===== src/rtl/clock_pkg.sv =====
// Shared constants for the game clock generator.
package clock_pkg;

  // Width of the rising-edge counter exposed on edge_count.
  localparam int EDGE_CNT_W = 32;

  // Half-period (in ref_clk cycles) loaded at reset unless overridden.
  localparam int DEFAULT_HALF_PERIOD = 4;

endpackage : clock_pkg


===== src/rtl/clock.sv =====
// Game clock generator: derives a 50%-duty clock from ref_clk with a
// programmable half-period, a one-cycle tick on each rising edge, and a
// free-running count of rising edges. All outputs come straight from flops.
module clock
  import clock_pkg::*;
#(
  parameter int CNT_W       = 16,
  parameter int HALF_PERIOD = DEFAULT_HALF_PERIOD
) (
  input  logic                  ref_clk,
  input  logic                  rst_n,
  input  logic                  en,
  input  logic [CNT_W-1:0]      half_period,
  output logic                  clk,
  output logic                  tick,
  output logic [EDGE_CNT_W-1:0] edge_count
);

  // A half-period of zero would never terminate a phase, so clamp to one.
  localparam logic [CNT_W-1:0] HP_RESET =
    (HALF_PERIOD < 1) ? CNT_W'(1) : CNT_W'(HALF_PERIOD);

  logic [CNT_W-1:0]      cnt_q,  cnt_d;
  logic [CNT_W-1:0]      hp_q,   hp_d;
  logic                  clk_q,  clk_d;
  logic                  tick_q, tick_d;
  logic [EDGE_CNT_W-1:0] edge_q, edge_d;

  logic running;
  logic phase_end;
  logic rise;

  // Next-state logic: phase counter, toggle, half-period reload and edge count.
  always_comb begin
    // NOTE: every signal gets a default before any branch so that no path
    // leaves it unassigned; otherwise synthesis infers a latch.
    cnt_d  = cnt_q;
    hp_d   = hp_q;
    clk_d  = clk_q;
    tick_d = 1'b0;
    edge_d = edge_q;

    // A high phase always runs to completion; a low phase needs en.
    running   = en | clk_q;
    // hp_q is never zero, so hp_q-1 cannot underflow.
    phase_end = running && (cnt_q == (hp_q - CNT_W'(1)));
    rise      = phase_end & ~clk_q;

    if (!running) begin
      // Stopped (or low phase aborted by en=0): restart the low phase later.
      cnt_d = '0;
    end else if (phase_end) begin
      cnt_d = '0;
      clk_d = ~clk_q;
    end else begin
      cnt_d = cnt_q + CNT_W'(1);
    end

    // The half-period is sampled only at the rise, so a phase in progress is
    // never stretched or shortened by a change on half_period.
    if (rise) begin
      hp_d   = (half_period == '0) ? CNT_W'(1) : half_period;
      tick_d = 1'b1;
      edge_d = edge_q + EDGE_CNT_W'(1);
    end
  end

  // State registers; reset aborts any phase and clears all outputs at once.
  always_ff @(posedge ref_clk or negedge rst_n) begin
    // NOTE: sequential state uses non-blocking assignments so every flop
    // samples the pre-edge values, independent of statement order.
    if (!rst_n) begin
      cnt_q  <= '0;
      hp_q   <= HP_RESET;
      clk_q  <= 1'b0;
      tick_q <= 1'b0;
      edge_q <= '0;
    end else begin
      cnt_q  <= cnt_d;
      hp_q   <= hp_d;
      clk_q  <= clk_d;
      tick_q <= tick_d;
      edge_q <= edge_d;
    end
  end

  assign clk        = clk_q;
  assign tick       = tick_q;
  assign edge_count = edge_q;

endmodule : clock


===== config.mk =====
export PLATFORM = sky130hd
export DESIGN_NAME = clock
export DESIGN_NICKNAME = d
export VERILOG_FILES = /design/src/rtl/clock_pkg.sv /design/src/rtl/clock.sv
export SDC_FILE = /design/constraint.sdc
export NUM_CORES = 1
export LEC_CHECK = 0
export CORE_UTILIZATION = 63
export DETAILED_ROUTE_END_ITERATION = 12
export DONT_BUFFER_PORTS = 1
export GPL_ROUTABILITY_DRIVEN = 0
export PLACE_DENSITY = 0.79
export REMOVE_ABC_BUFFERS = 1
export SYNTH_ARGS = -nofsm -noshare
export SYNTH_HDL_FRONTEND = slang
export SYNTH_SLANG_ARGS = --single-unit

===== constraint.sdc =====
create_clock -name ref_clk -period 4.8 [get_ports ref_clk]
set_input_delay 0.96 -clock ref_clk [delete_from_list [all_inputs] [get_ports ref_clk]]
set_output_delay 0.96 -clock ref_clk [all_outputs]
set_load 0.03 [all_outputs]

==> flow_metrics.py, run 1 <==
metrics = {
    "status": {
        "status": "finished clean",
    },
    "placement": {
        "post-dp-hpwl_um": 4824,
        "place_inst": 401,
        "dp_slack_ps": 1077,
        "io_buffer_count": 0,
    },
    "grt": {
        "grt_pass1_wl_um": 11660,
        "track_usage": 0.2539,
        "antenna_found_initial": 0,
        "grt_pass1_vias": 2427,
        "grt_max_degree": 67,
        "gr-total-overflow": 0,
    },
    "timing": {
        "layout_setup_ws_ps": 1055,
        "hold_viol": 0,
        "rsz0062_at_grt": "false",
        "worst_pin_slew_ps": 663.0,
        "clock-skew-final_ps": 6.815,
        "setup_violations": 0,
        "slew-limit-headroom": 0.5539,
        "tns_ps": 0,
        "post-route-period-util": 0.7803,
        "holdWs_ps": 308.6,
        "period_minus_slack_ps": 3745,
        "max_freq_ghz": 0.2670,
        "final_max_slew_viol_count": 0,
    },
    "synth": {
        "avgSynthCellArea_um2": 10.38,
        "synth_seq_cells": 66,
        "synthTopCellsByArea": "dfrtp_1 46%, xor2_1 8.9%, xnor2_1 6.7%, nor2_1 3.5%, mux2_2 3.5%",
        "synth.cell_area_um2": 3531,
        "yosys.area.top_type": "dfrtp_1",
        "yosysSeqAreaShare": 0.4681,
        "netlist_instances": 340,
        "yosysTopAreaCellShare": 0.4607,
        "synthArstFlopShare": 1.000,
        "ys_types": 42,
        "yosysWarningCount": 0,
        "ys.flop_type": "dfrtp_1",
        "synth_edf_count": 0,
    },
    "worst_setup_path": {
        "worstSetupStartpointType": "flop",
        "crit_fanout": 37,
        "cp_data_required_time_ps": 5070,
        "r2r_start": "hp_q[0]$_DFFE_PN0P_",
        "end_kind": "flop",
        "startpoint": "hp_q[0]$_DFFE_PN0P_",
        "path_class": "reg -> reg",
        "worstPathArrival_ps": 4010,
    },
    "route": {
        "drtIter0Drc": 188,
        "finalWirelength_um": 6757,
        "dr.pass1.iters": 4,
        "vias_per_cell": 5.978,
        "detail-route-antenna-nets": 0,
        "wire_per_inst_um": 16.24,
        "post-route-drc-count": 0,
        "num_vias": 2487,
    },
    "power": {
        "p_per_area_nw_per_um2": 456.9,
        "pwr-share-seq": 0.470,
        "swShare": 0.3406,
        "p_int_mw": 1.131,
        "ir_drop_v": 0.0002947,
        "pwr-share-comb": 0.265,
        "leakagePower_nw": 1.711,
        "power.switching_uw": 584.0,
        "power_mw": 1.715,
        "clock_power_share": 0.265,
    },
    "floorplan": {
        "die-area_um2": 5908,
        "rows": 26,
        "start_util": 0.6742,
        "die_w_um": 76.87,
        "die_h_um": 76.87,
        "io_pins": 53,
        "coreArea_um2": 5238,
    },
    "clocking": {
        "cts_resized": 0,
        "clkLatencyLatePin_ps": 340,
        "postCtsHoldBufs": 0,
        "cts_tree": "built",
        "cts-buffers-inserted": 9,
        "h-tree-depth": 3,
        "cts.sinks": 66,
        "cts_max_path_buffers": 2,
        "cts_setup_buffers": 0,
        "root_buffer": "clkbuf_8",
        "clk_pin_slew_worst_paths_ps": 70,
    },
    "cells_and_area": {
        "layout_common_cells": "65 x dfrtp_1, 36 x xor2_1, 33 x nor2_1",
        "syn2layout_area_growth_pct": 6.272,
        "antenna_cells": 0,
        "final_layout_size_suffix_gt1_frac": 0.1358,
        "nets": 364,
        "fin_cells": 416,
        "mostFrequentLayoutCell": "dfrtp_1",
    },
    "min_path": {
        "hp-class": "in -> async",
    },
    "run": {
        "max_cap_viol_count": 0,
    },
}
[critical path: stages (launching register included)]
cell and delay (ps):
dfrtp_1 410, inv_1 90, ha_1 210, or3b_2 480
or4_1 590, nor3_2 210, xnor2_1 110, or4_1 490
or3_1 320, buf_4 290, nor3_1 290, xor2_1 170
[logic make-up after synthesis]
family	count (synthesis)	share of synthesized area
simple gates	150	0.2399
xor+xnor	63	0.1563
flops	66	0.4681
fa+ha+maj	3	0.01063
buf+inv	23	0.03366
compound gates	19	0.03508
mux	16	0.05634
[per-layer routing]
| layer | up-vias | track usage | part of all wire |
|---|---|---|---|
| met5 | - | 0 | 0 |
| met4 | 0 | 0.1192 | 0.015 |
| met3 | 12 | 0.05119 | 0.057 |
| met2 | 68 | 0.3741 | 0.46 |
| met1 | 1222 | 0.3594 | 0.47 |
| li1 | 1185 | - | - |
[final cells by class]
type	count	area, µm²
Sequential cell	66	1653
Timing Repair Buffer	2	15.01
Multi-Input combinational cell	251	1759
Fill cell	398	1485
Inverter	12	45.04
Clock buffer	10	137.6
Tap cell	70	87.58
Clock inverter	5	55.05
[through the flow]
step           instance area [µm²]  utilization
2_1_floorplan                 3457            -
3_3_place_gp                  3560       0.6796
3_5_place_dp                  3560       0.6796
4_1_cts                       3752       0.7164
5_1_grt                       3752       0.7164
6_report                      3752       0.7164
[state kept, by name (all words and copies together), names as in the netlist]
name and flops:
cnt_q 16, tick 1, hp_q 16, edge_count 32, clk 1
[worst paths after layout]
| kind | endpoint | slack [ps] | cells past startpoint |
|---|---|---|---|
| setup / recovery | edge_count[20]$_DFFE_PN0P_ | 1050 | 11 |
| hold / removal | edge_count[30]$_DFFE_PN0P_ | 310 | 0 |
| setup reg to reg | edge_count[20]$_DFFE_PN0P_ | 1050 | 11 |
| hold reg to reg | hp_q[15]$_DFFE_PN0P_ | 540 | 1 |
| max in group asynchronous | hp_q[2]$_DFFE_PN1P_ | 4300 | 0 |
| min in group ref_clk | hp_q[15]$_DFFE_PN0P_ | 540 | 1 |
[Yosys cell counts, types with 6 or more instances]
| master | n |
|---|---|
| xor2_1 | 36 |
| or4_1 | 7 |
| inv_1 | 12 |
| nor2_1 | 33 |
| nor3_2 | 8 |
| nand4_1 | 6 |
| dfrtp_1 | 65 |
| nand3_1 | 21 |
| nor4_1 | 6 |
| nand2_1 | 23 |
| nor3_1 | 13 |
| mux2_2 | 11 |
| xnor2_1 | 27 |
| o21ai_0 | 7 |
| and3_1 | 7 |
| or3_1 | 7 |
[power by group through the flow]
stage / sequential [mW] / combinational (mW) / clock (mW)
3_3_place_gp: 0.808 / 0.434 / 0
3_5_place_dp: 0.813 / 0.450 / 0
5_1_grt: 0.822 / 0.504 / 0.485
6_report: 0.807 / 0.454 / 0.454
2_1_floorplan: 0.770 / 0.374 / 0
4_1_cts: 0.804 / 0.453 / 0.464
No activity file was read; power rests on OpenSTA's default activity.
==> run 2, diff against run 1 <==
Settings changed: CORE_UTILIZATION 63 to 57, PLACE_DENSITY 0.79 to 0.75.
Clock period 4.8 ns to 3.4 ns, I/O delays scaled along.
==> flow_metrics.py, run 2 (synthesis gave the netlist of run 1 again) <==
metrics = {
    "timing": {
        "layout_setup_ws_ps": -78.45,
        "max_freq_ghz": 0.2875,
        "post-route-period-util": 1.023,
        "period_minus_slack_ps": 3478,
        "holdWs_ps": 12.53,
        "setup_violations": 34,
        "clock-skew-final_ps": 11.17,
        "final_max_slew_viol_count": 0,
        "worst_pin_slew_ps": 683.3,
        "slew-limit-headroom": 0.5403,
        "hold_viol": 0,
        "rsz0062_at_grt": "true",
    },
    "route": {
        "detail-route-antenna-nets": 0,
        "wire_per_inst_um": 18.10,
        "dr.pass1.iters": 4,
        "num_vias": 2646,
        "drtIter0Drc": 110,
        "post-route-drc-count": 0,
        "finalWirelength_um": 8111,
        "vias_per_cell": 5.906,
    },
    "worst_setup_path": {
        "r2r_start": "hp_q[0]$_DFFE_PN0P_",
        "cp-endpoint": "edge_count[28]$_DFFE_PN0P_",
        "crit_fanout": 5,
        "worstPathArrival_ps": 3730,
        "end_kind": "flop",
        "startpoint": "hp_q[0]$_DFFE_PN0P_",
        "cp_data_required_time_ps": 3660,
        "timing.rr.end": "edge_count[28]$_DFFE_PN0P_",
        "reg2reg_setup_slack_ps": -80,
        "path_class": "reg -> reg",
        "worstSetupStartpointType": "flop",
        "worstRegToRegCells": 10,
    },
    "floorplan": {
        "die_w_um": 80.71,
        "die_h_um": 80.71,
        "coreArea_um2": 5956,
        "rows": 28,
        "die-area_um2": 6513,
        "io_pins": 53,
        "start_util": 0.5929,
    },
    "cells_and_area": {
        "layout_common_cells": "65 x dfrtp_1, 36 x xor2_1, 28 x nor2_1",
        "fin_util": 0.7137,
        "final_layout_size_suffix_gt1_frac": 0.2761,
        "seqCellArea_um2": 1653,
        "largest_register_ffs": 32,
        "antenna_cells": 0,
        "final.fill_count": 419,
        "multi_input_area_um2": 1991,
        "mostFrequentLayoutCell": "dfrtp_1",
        "nets": 390,
        "syn2layout_area_growth_pct": 20.38,
        "fin_cells": 448,
    },
    "power": {
        "ir_drop_v": 0.0004571,
        "p_per_area_nw_per_um2": 633.0,
        "leakagePower_nw": 2.020,
    },
    "clocking": {
        "cts-buffers-inserted": 9,
        "cts.sinks": 66,
        "clkLatencyLatePin_ps": 350,
        "h-tree-depth": 3,
        "cts_tree": "built",
        "root_buffer": "clkbuf_8",
        "clk_pin_slew_worst_paths_ps": 80,
        "cts_max_path_buffers": 2,
    },
    "grt": {
        "grt_pass1_wl_um": 12150,
        "track_usage": 0.2533,
        "gr-total-overflow": 0,
        "antenna_found_initial": 0,
        "grt_pass1_vias": 2497,
        "grt_max_degree": 67,
    },
    "run": {
        "max_cap_viol_count": 0,
    },
    "status": {
        "violations": "setup timing",
        "status": "finished with violations",
    },
    "placement": {
        "place_inst": 426,
        "io_buffer_count": 0,
        "post-dp-hpwl_um": 5243,
        "dp_slack_ps": -263.3,
    },
    "min_path": {
        "hp-class": "in -> async",
    },
}
## run 2: cell types whose count changed in the layout (fill, tap and decap cells not counted), sizes merged
cell    delta
buf       +24
bufinv     -1
clkbuf     +3
clkinv     +1
## run 2: critical path, stage by stage, from the launching register on
cell and delay, ps:
dfrtp_1 400, buf_6 130, or4_4 530, or2_4 240
or4_4 520, xnor2_4 150, or4_4 430, or3_4 420
buf_8 160, nor3_4 160, xor2_1 240
## run 2: worst min path at each step
stage | startpoint | endpoint | cells after the start
after global routing | rst_n | edge_count[29]$_DFFE_PN0P_ | 0
after floorplan | rst_n | clk$_DFFE_PN0P_ | 0
after detailed placement | rst_n | edge_count[28]$_DFFE_PN0P_ | 0
after global placement | rst_n | edge_count[28]$_DFFE_PN0P_ | 0
final | rst_n | edge_count[29]$_DFFE_PN0P_ | 0
after CTS | rst_n | edge_count[20]$_DFFE_PN0P_ | 0
## run 2: what timing repair did
item | 4_1_cts | 5_1_grt
hold buffers | 0 | 0
setup buffers | 0 | 3
cloned | 1 | 2
setup endpoints to repair | 42 | 43
pin swaps | 4 | 13
resized for setup | 15 | 37
## run 2: area by class of cell
type | count | area share
repair buffers | 28 | 0.06977
multi-input cells | 251 | 0.4684
flip-flops and latches | 66 | 0.3889
well taps | 75 | 0.02208
inverters | 12 | 0.01060
clock buffers | 11 | 0.03326
clock inverters | 5 | 0.007065
## run 2: layer usage
layer  GRT usage  vias to the layer above  part of all wire
li1            -                     1237                 -
met5           0                        -                 0
met1      0.3416                     1333              0.44
met3     0.05682                       13             0.045
met2      0.3847                       63              0.50
met4      0.1232                        0             0.016
## run 2: power breakdown
| group | switching (mW) | internal (mW) | total, mW |
|---|---|---|---|
| clock network | 0.305 | 0.281 | 0.586 |
| registers | 0.161 | 0.912 | 1.07 |
| logic | 0.499 | 0.533 | 1.03 |
| total | 0.965 | 1.73 | 2.69 |
## run 2: metrics by stage
step	power (mW)	setup TNS (ps)	instance area, µm²
floorplan	1.616	-14060	3457
detailed placement	1.944	-5965	3730
global placement	1.912	-1199	3730
CTS	2.561	-113.7	3996
global route	2.834	-4519	4250
finish	2.690	-1441	4250
==> run 3, diff against run 2 <==
Settings changed: MAX_ROUTING_LAYER set to met4.
==> flow_metrics.py, run 3 (synthesis gave the netlist of run 1 again) <==
metrics = {
    "status": {
        "status": "finished with violations",
        "violations": "setup timing",
    },
    "power": {
        "pwr-share-comb": 0.383,
        "pwr-share-seq": 0.399,
        "clock_power_share": 0.218,
        "ir_drop_v": 0.0004567,
        "p_int_mw": 1.725,
        "power_mw": 2.688,
        "leakagePower_nw": 2.020,
        "power.switching_uw": 962.7,
        "p_per_area_nw_per_um2": 632.4,
        "swShare": 0.3582,
    },
    "route": {
        "vias_per_cell": 5.857,
        "post-route-drc-count": 0,
        "finalWirelength_um": 8077,
        "num_vias": 2624,
        "drtIter0Drc": 110,
        "dr.pass1.iters": 4,
        "wire_per_inst_um": 18.03,
        "detail-route-antenna-nets": 0,
    },
    "worst_setup_path": {
        "end_kind": "flop",
        "worstSetupStartpointType": "flop",
        "critPathMaxStageDelay_ps": 530,
        "worstPathArrival_ps": 3730,
        "crit_chain": "buf_6 -> or4_4 -> or2_4 -> or4_4 -> xnor2_4 -> or4_4 -> or3_4 -> buf_8 -> nor3_4 -> xor2_1",
        "crit_path_top_delay_cell": "or4_4",
        "crit_fanout": 5,
        "path_class": "reg -> reg",
        "cpLargestDelayFamily": "simple AND/OR/NAND/NOR gates",
        "reg2reg_setup_slack_ps": -70,
        "crit_top_cell": "or4_4",
        "cp_data_required_time_ps": 3660,
        "cp_num_buf_inv": 2,
    },
    "grt": {
        "antenna_found_initial": 0,
        "grt_max_degree": 67,
        "gr-total-overflow": 0,
        "track_usage": 0.2617,
        "grt_pass1_vias": 2502,
        "grt_pass1_wl_um": 12140,
    },
    "timing": {
        "holdWs_ps": 12.38,
        "max_freq_ghz": 0.2880,
        "setup_violations": 34,
        "period_minus_slack_ps": 3473,
        "final_max_slew_viol_count": 0,
        "worst_pin_slew_ps": 673.5,
        "hold_viol": 0,
        "post-route-period-util": 1.021,
        "slew-limit-headroom": 0.5468,
        "layout_setup_ws_ps": -72.80,
        "rsz0062_at_grt": "true",
        "clock-skew-final_ps": 11.05,
    },
    "clocking": {
        "clkLatencyLatePin_ps": 350,
        "cts_max_path_buffers": 2,
        "clk_pin_slew_worst_paths_ps": 80,
        "cts-buffers-inserted": 9,
        "root_buffer": "clkbuf_8",
        "cts_tree": "built",
        "h-tree-depth": 3,
        "cts.sinks": 66,
    },
    "placement": {
        "io_buffer_count": 0,
        "post-dp-hpwl_um": 5243,
        "place_inst": 426,
    },
    "cells_and_area": {
        "mostFrequentLayoutCell": "dfrtp_1",
        "fin_util": 0.7137,
        "nets": 390,
        "syn2layout_area_growth_pct": 20.38,
        "layout_common_cells": "65 x dfrtp_1, 36 x xor2_1, 28 x nor2_1",
        "final_layout_size_suffix_gt1_frac": 0.2761,
        "largest_register_ffs": 32,
        "fin_cells": 448,
        "final.fill_count": 419,
        "antenna_cells": 0,
    },
    "floorplan": {
        "die-area_um2": 6513,
        "coreArea_um2": 5956,
        "io_pins": 53,
        "rows": 28,
        "start_util": 0.5929,
        "die_h_um": 80.71,
        "die_w_um": 80.71,
    },
    "min_path": {
        "hp-class": "in -> async",
    },
    "run": {
        "max_cap_viol_count": 0,
    },
}
## run 3: stage by stage
stage                     setup WS [ps]  setup TNS [ps]  area (µm²)
after global placement           -104.1           -1199        3730
after CTS                        -29.21          -113.7        3996
after detailed placement         -263.3           -5965        3730
after floorplan                  -491.7          -14060        3457
final                            -72.80           -1425        4250
after global routing             -168.9           -4519        4250
## run 3: layout make-up
type | count | area [µm²] | share of cell area
Multi-Input combinational cell | 251 | 1991 | 0.4684
Sequential cell | 66 | 1653 | 0.3889
Timing Repair Buffer | 28 | 296.5 | 0.06977
Clock buffer | 11 | 141.4 | 0.03326
Tap cell | 75 | 93.84 | 0.02208
Inverter | 12 | 45.04 | 0.01060
Clock inverter | 5 | 30.03 | 0.007065
## run 3: power groups by stage
| stage | sequential [mW] | clock [mW] | combinational (mW) |
|---|---|---|---|
| CTS | 1.06 | 0.589 | 0.909 |
| global placement | 1.07 | 0 | 0.840 |
| detailed placement | 1.08 | 0 | 0.869 |
| global route | 1.09 | 0.632 | 1.11 |
| finish | 1.07 | 0.587 | 1.03 |
| floorplan | 1.09 | 0 | 0.529 |
## run 3: path summary, 6_finish.rpt
check,start,end,cells past startpoint
worst max-delay path,hp_q[0]$_DFFE_PN0P_,edge_count[28]$_DFFE_PN0P_,10
worst min-delay path,rst_n,edge_count[29]$_DFFE_PN0P_,0
worst max register to register,hp_q[0]$_DFFE_PN0P_,edge_count[28]$_DFFE_PN0P_,10
worst min register to register,hp_q[15]$_DFFE_PN0P_,hp_q[15]$_DFFE_PN0P_,1
max in group asynchronous,rst_n,hp_q[2]$_DFFE_PN1P_,0
min in group ref_clk,half_period[14],hp_q[14]$_DFFE_PN0P_,1
## run 3: layer usage
layer  track usage  wire length [µm]  up-vias
li1              -                 -     1237
met1        0.3401              3598     1318
met2        0.3856              4009       56
met3       0.06136               340       13
met4        0.1232               128        0
met5             -                 0        -
## run 3: timing repair
item	CTS	global route
buffers inserted	0	3
gates resized for setup	15	37
pin swaps	4	13
setup endpoints to repair	42	43
hold buffers	0	0
cloned	1	2
## run 3: worst register-to-register path: cells and delay by family (launching register included)
kind	cells	cell delay [ps]
AND/OR/NAND/NOR	6	2310
flip-flops	1	400
XOR/XNOR	2	390
buffers and inverters	2	290
